**src/rtl/fdk_regfile.sv**
```systemverilog
// Parameterised register bank for the FDK access types RW, RO, WO, RW2C and RW2S.
// Single-outstanding req/ack host bus; hardware side supplies RO data and set/clear events.
module fdk_regfile #(
  parameter int unsigned NREG   = 8,
  parameter int unsigned DATA_W = 32,
  parameter int unsigned ADDR_W = (NREG > 1) ? $clog2(NREG) : 1,
  parameter logic [NREG*DATA_W-1:0] RESET_VAL = '0,
  parameter logic [NREG*DATA_W-1:0] RO_MASK   = '0,
  parameter logic [NREG*DATA_W-1:0] WO_MASK   = '0,
  parameter logic [NREG*DATA_W-1:0] RW2C_MASK = '0,
  parameter logic [NREG*DATA_W-1:0] RW2S_MASK = '0,
  parameter logic [NREG*DATA_W-1:0] IRQ_MASK  = '0
) (
  input  logic                     sysclk,
  input  logic                     sysrst_n,
  input  logic                     reg_rd,
  input  logic                     reg_wr,
  input  logic [ADDR_W-1:0]        reg_addr,
  input  logic [DATA_W-1:0]        reg_wdata,
  input  logic [DATA_W/8-1:0]      reg_be,
  output logic                     reg_ack,
  output logic [DATA_W-1:0]        reg_rdata,
  output logic                     reg_err,
  input  logic [NREG*DATA_W-1:0]   hw_rdata,
  input  logic [NREG*DATA_W-1:0]   hw_set,
  input  logic [NREG*DATA_W-1:0]   hw_clr,
  output logic [NREG*DATA_W-1:0]   reg_q,
  output logic [NREG-1:0]          wr_pulse,
  output logic                     irq
);

  localparam int unsigned BE_W  = DATA_W / 8;
  localparam int unsigned NSLOT = 1 << ADDR_W;

  // Configuration sanity, caught at elaboration.
  if (((RO_MASK & WO_MASK) | (RO_MASK & RW2C_MASK) | (RO_MASK & RW2S_MASK) |
       (WO_MASK & RW2C_MASK) | (WO_MASK & RW2S_MASK) | (RW2C_MASK & RW2S_MASK)) != '0)
  begin : g_mask_overlap
    $error("fdk_regfile: access-type masks overlap");
  end
  if ((DATA_W % 8) != 0 || DATA_W == 0) begin : g_bad_width
    $error("fdk_regfile: DATA_W must be a non-zero multiple of 8");
  end
  if (NREG < 2 || NREG > 256 || NSLOT < NREG) begin : g_bad_depth
    $error("fdk_regfile: NREG out of range or ADDR_W too narrow");
  end

  typedef enum logic {ST_IDLE, ST_ACK} state_e;

  state_e                   state_q, state_d;
  logic                     accept, bad, do_wr, do_rd;
  logic                     ack_d, err_d, irq_d;
  logic [DATA_W-1:0]        rdata_d;
  logic [NREG-1:0]          pulse_d;
  logic [DATA_W-1:0]        be_bits;
  logic [NREG*DATA_W-1:0]   store_flat;
  logic [DATA_W-1:0]       rview [NSLOT];

  for (genvar g = 0; g < BE_W; g++) begin : g_be
    assign be_bits[g*8 +: 8] = {8{reg_be[g]}};
  end

  // Next-state and request decode; all bus outputs are registered from the _d values.
  always_comb begin : fsm_next
    state_d = state_q;
    accept  = 1'b0;
    case (state_q)
      ST_IDLE: begin
        if (reg_rd || reg_wr) begin
          accept  = 1'b1;
          state_d = ST_ACK;
        end
      end
      ST_ACK:  state_d = ST_IDLE;
    endcase
    bad     = accept && ((32'(reg_addr) >= NREG) || (reg_rd && reg_wr));
    do_wr   = accept && reg_wr && !bad;
    do_rd   = accept && reg_rd && !bad;
    ack_d   = accept;
    err_d   = bad;
    rdata_d = do_rd ? rview[reg_addr] : '0;
    irq_d   = |(store_flat & RW2C_MASK & IRQ_MASK);
  end

  always_ff @(posedge sysclk or negedge sysrst_n) begin : fsm_state
    if (!sysrst_n) state_q <= ST_IDLE;
    else           state_q <= state_d;
  end

  always_ff @(posedge sysclk or negedge sysrst_n) begin : out_regs
    if (!sysrst_n) begin
      reg_ack   <= 1'b0;
      reg_rdata <= '0;
      reg_err   <= 1'b0;
      wr_pulse  <= '0;
      irq       <= 1'b0;
    end else begin
      reg_ack   <= ack_d;
      reg_rdata <= rdata_d;
      reg_err   <= err_d;
      wr_pulse  <= pulse_d;
      irq       <= irq_d;
    end
  end

  // Per-register storage; RO positions are never stored so reg_q shows them as 0.
  for (genvar r = 0; r < NREG; r++) begin : g_reg
    localparam logic [DATA_W-1:0] RO_R  = RO_MASK[r*DATA_W +: DATA_W];
    localparam logic [DATA_W-1:0] WO_R  = WO_MASK[r*DATA_W +: DATA_W];
    localparam logic [DATA_W-1:0] C_R   = RW2C_MASK[r*DATA_W +: DATA_W];
    localparam logic [DATA_W-1:0] S_R   = RW2S_MASK[r*DATA_W +: DATA_W];
    localparam logic [DATA_W-1:0] PL_R  = ~(RO_R | C_R | S_R);
    localparam logic [DATA_W-1:0] RST_R = RESET_VAL[r*DATA_W +: DATA_W] & ~RO_R;

    logic              sel;
    logic [DATA_W-1:0] m, sw1, q, d;

    assign sel = do_wr && (reg_addr == ADDR_W'(r));
    assign m   = sel ? be_bits : '0;
    assign sw1 = m & reg_wdata;

    // hw_set beats a software clear; a software set beats hw_clr.
    assign d = (PL_R & ((q & ~m) | sw1))
             | (C_R  & ((q & ~sw1) | hw_set[r*DATA_W +: DATA_W]))
             | (S_R  & ((q & ~hw_clr[r*DATA_W +: DATA_W]) | sw1));

    always_ff @(posedge sysclk or negedge sysrst_n) begin : store
      if (!sysrst_n) q <= RST_R;
      else           q <= d;
    end

    assign store_flat[r*DATA_W +: DATA_W] = q;
    assign rview[r]   = (q & ~(RO_R | WO_R)) | (hw_rdata[r*DATA_W +: DATA_W] & RO_R);
    assign pulse_d[r] = sel;
  end

  for (genvar a = NREG; a < NSLOT; a++) begin : g_pad
    assign rview[a] = '0;
  end

  assign reg_q = store_flat;

endmodule

```
**config.mk**
```make
export PLATFORM = sky130hd
export DESIGN_NAME = fdk_regfile
export DESIGN_NICKNAME = d
export VERILOG_FILES = /design/src/rtl/fdk_regfile.sv
export SDC_FILE = /design/constraint.sdc
export NUM_CORES = 1
export LEC_CHECK = 0
export BUFFER_PORTS_ARGS = -buffer_cell sky130_fd_sc_hd__buf_2
export CAP_MARGIN = 30
export CORE_AREA = 2 2 434 436
export CTS_BUF_LIST = sky130_fd_sc_hd__clkbuf_4
export DETAILED_ROUTE_END_ITERATION = 8
export DIE_AREA = 0 0 436 438
export GPL_ROUTABILITY_DRIVEN = 0
export MAX_ROUTING_LAYER = met4
export SKIP_LAST_GASP = 1
export SYNTH_ARGS = -nofsm -noshare
export SYNTH_HDL_FRONTEND = slang
export SYNTH_SLANG_ARGS = --single-unit
```
**constraint.sdc**
```tcl
create_clock -name sysclk -period 2.2 [get_ports sysclk]
set_input_delay 0.44 -clock sysclk [delete_from_list [all_inputs] [get_ports sysclk]]
set_output_delay 0.44 -clock sysclk [all_outputs]
set_load 0.01 [all_outputs]
```
==> qor.yml <==
status:
  status: "complete, no violations"
placement:
  place_hpwl_um: 44900
  numPortBuffers: 340
  postPlaceCellArea_um2: 18300
  place_ws_ns: -0.189
  dp.cells: 3631
layout:
  instances_no_fill: 3825
  final_cell_mix: "buf_2, dfrtp_1, mux2_2"
  drive_gt1_share_pct: 67.5
  syn_to_final_growth_pct: 56.8
  final_common_cell: "buf_2"
  fill_cells: 21447
  fin_util_pct: 10.7
  fin_area_um2: 19900
  fin_nets: 2073
sta:
  setup_ws_ns: 0.0555
  setup-tns-final_ns: 0
  tightest_slew_ns: 0.525
  fin_crit_sh_pct: 97.5
  finClkSkew_ns: 0.0949
  fmax_mhz: 466
  post-route-min-period_ns: 2.14
  relSlewSlack_pct: 65.0
  hold_viol_final: 0
  fin_hold_ws_ns: 0.126
  slew_violations: 0
  finalSetupViolations: 0
  rsz0062_at_grt: "true"
synthesis:
  yosys_warnings: 0
  netlist_area_um2: 12700
  synth-simple-area-share_pct: 3.78
  ys_ff_latch: 298
  synth_top_family_by_area: "multiplexers"
  avgSynthCellArea_um2: 17.0
  synthAdderAreaFrac_pct: 0
  synth_xor_area_share_pct: 0
  synth_nets: 1558
  synth_compound_area_share_pct: 2.21
  ys_seq_area_share_pct: 58.8
  syn_inst: 747
  synth_cell_types: 24
  synth.mux.area_fraction_pct: 34.1
worst_setup_path:
  r2r_setup_slack_ns: 0.06
  path_common_cell: "buf_12"
  critPathRequiredTime_ns: 2.93
  crit_type: "flop to flop"
  crit_path_start: "reg_ack"
  arrival_ns: 2.88
  cpPeakStageDelay_ns: 0.72
  cp_top_family: "simple AND/OR/NAND/NOR gates"
  regToRegStartpoint: "reg_ack"
  crit_fanout: 6
  r2r_cells: 5
  cp_slowest_cell: "or4b_2"
  cp_num_buf_inv: 2
  crit_path_cell_trace: "or4b_2, buf_12, nor2_2, buf_12, mux2_2"
  startpoint_type: "flop"
  cp-end-kind: "flop"
global_routing:
  grt_usage_pct: 5.92
  grt.overflow.total: 0
  grt_max_degree: 81
  grt_pass1_vias: 9934
  grt_pass1_wl_um: 78300
  antenna_found_initial: 4
power_and_ir_drop:
  p_switching_mw: 5.12
  power_density_nw_per_um2: 797
  p_leak_nw: 8.97
  p_total_mw: 15.9
  clkPwrFrac_pct: 34.2
  internal-power_mw: 10.7
  seqPwrFrac_pct: 44.2
  peakVddDrop_uv: 453
  swShare_pct: 32.3
  comb_power_share_pct: 21.6
cts:
  cts_setup_buffers: 0
  cts_tree: "done"
  root_buffer: "clkbuf_4"
  clk_latency_ns: 0.94
  clk_transition_reported_paths_ns: 0.06
  cts_htree_levels: 3
  ctsLongestPathBuffers: 3
  cts_sinks: 298
  cts_buffers: 85
floorplanning:
  die_h_um: 438
  start_util_pct: 6.80
  row_count: 159
  io_pins: 1110
  core_um2: 187000
  die_width_um: 436
  dieArea_um2: 191000
detailed_routing:
  avgRoutedWirePerCell_um: 14.8
  first_iter_violations: 523
  drt-pass1-iter-count: 5
  dr_total_vias: 9417
  routed_wl_um: 56600
  ant_nets: 0
  via_per_inst: 2.46
  drc: 0
min_path:
  min_path_cells: 2
  hold_start: "reg_wdata[25]"
  hold_class: "input port to flop"
run:
  cap_violations: 0
-- Yosys cell counts --
cell	count	area, um^2
a22o_1	32	280
and3b_1	1	8.76
buf_2	15	75.1
buf_4	1	7.51
buf_6	1	11.3
clkbuf_1	14	52.6
conb_1	1	3.75
dfrtp_1	298	7460
mux2_1	4	45.0
mux2_2	252	2840
mux4_2	64	1440
nand2_1	1	3.75
nand2b_1	2	12.5
nand3_1	12	60.1
nand3b_1	8	60.1
nand4bb_1	1	11.3
nor2_1	12	45.0
nor2_2	15	93.8
nor2_8	6	120
nor3_1	2	10.0
nor4b_1	1	8.76
nor4b_2	1	15.0
nor4bb_1	2	20.0
or4b_1	1	10.0
-- power groups by stage --
stage	sequential, mW	clock, mW	combinational (mW)
after floorplan	7.26	0	1.22
after global placement	7.08	0	3.38
after detailed placement	7.11	0	3.41
after CTS	7.02	5.63	3.49
after global routing	7.12	5.94	3.63
final	7.02	5.42	3.42
-- kinds of logic (layout without fill, tap and decap cells) --
kind of cell    count (synthesis)  count (layout)
flops                         298             298
mux                           320             320
compound gates                 32              32
simple gates                   65              65
buf+inv                        31             610
other cells                     1               5
-- metal layers --
layer	vias up	track usage (%)	part of all wire, %
met5	-	-	0
met4	0	2.24	3.6
met3	118	1.71	5.8
met2	356	10.1	52
met1	5002	6.52	39
li1	3941	-	-
-- worst max-delay path by stage --
stage	endpoint	slack [ns]	cells past startpoint
final	flop	0.06	5
after global routing	flop	-0.01	5
after CTS	reg_rdata[2]	-0.02	1
after detailed placement	flop	-0.19	6
after global placement	flop	-0.20	6
after floorplan	flop	0.22	5
-- repair_timing --
action                     in CTS  in global routing
hold endpoints to repair      546                  0
setup endpoints to repair       4                 14
hold buffers                   39                  0
resized for setup               5                  3
-- area by class of cell --
type	count	area (um^2)	share of cell area [%]
Antenna cell	4	10.0	0.0503
Clock buffer	120	901	4.53
Clock inverter	31	226	1.14
Multi-Input combinational cell	418	5120	25.7
Sequential cell	298	7460	37.5
Tap cell	2495	3120	15.7
Timing Repair Buffer	459	3060	15.4
-- worst reg2reg max path, delay by kind of cell, from the launching register on --
family                 cells  cell delay [ns]
buffers and inverters      2             0.37
flip-flops                 1             0.37
multiplexers               1             0.37
AND/OR/NAND/NOR            2             0.91
(Power assumes the default switching activity.)
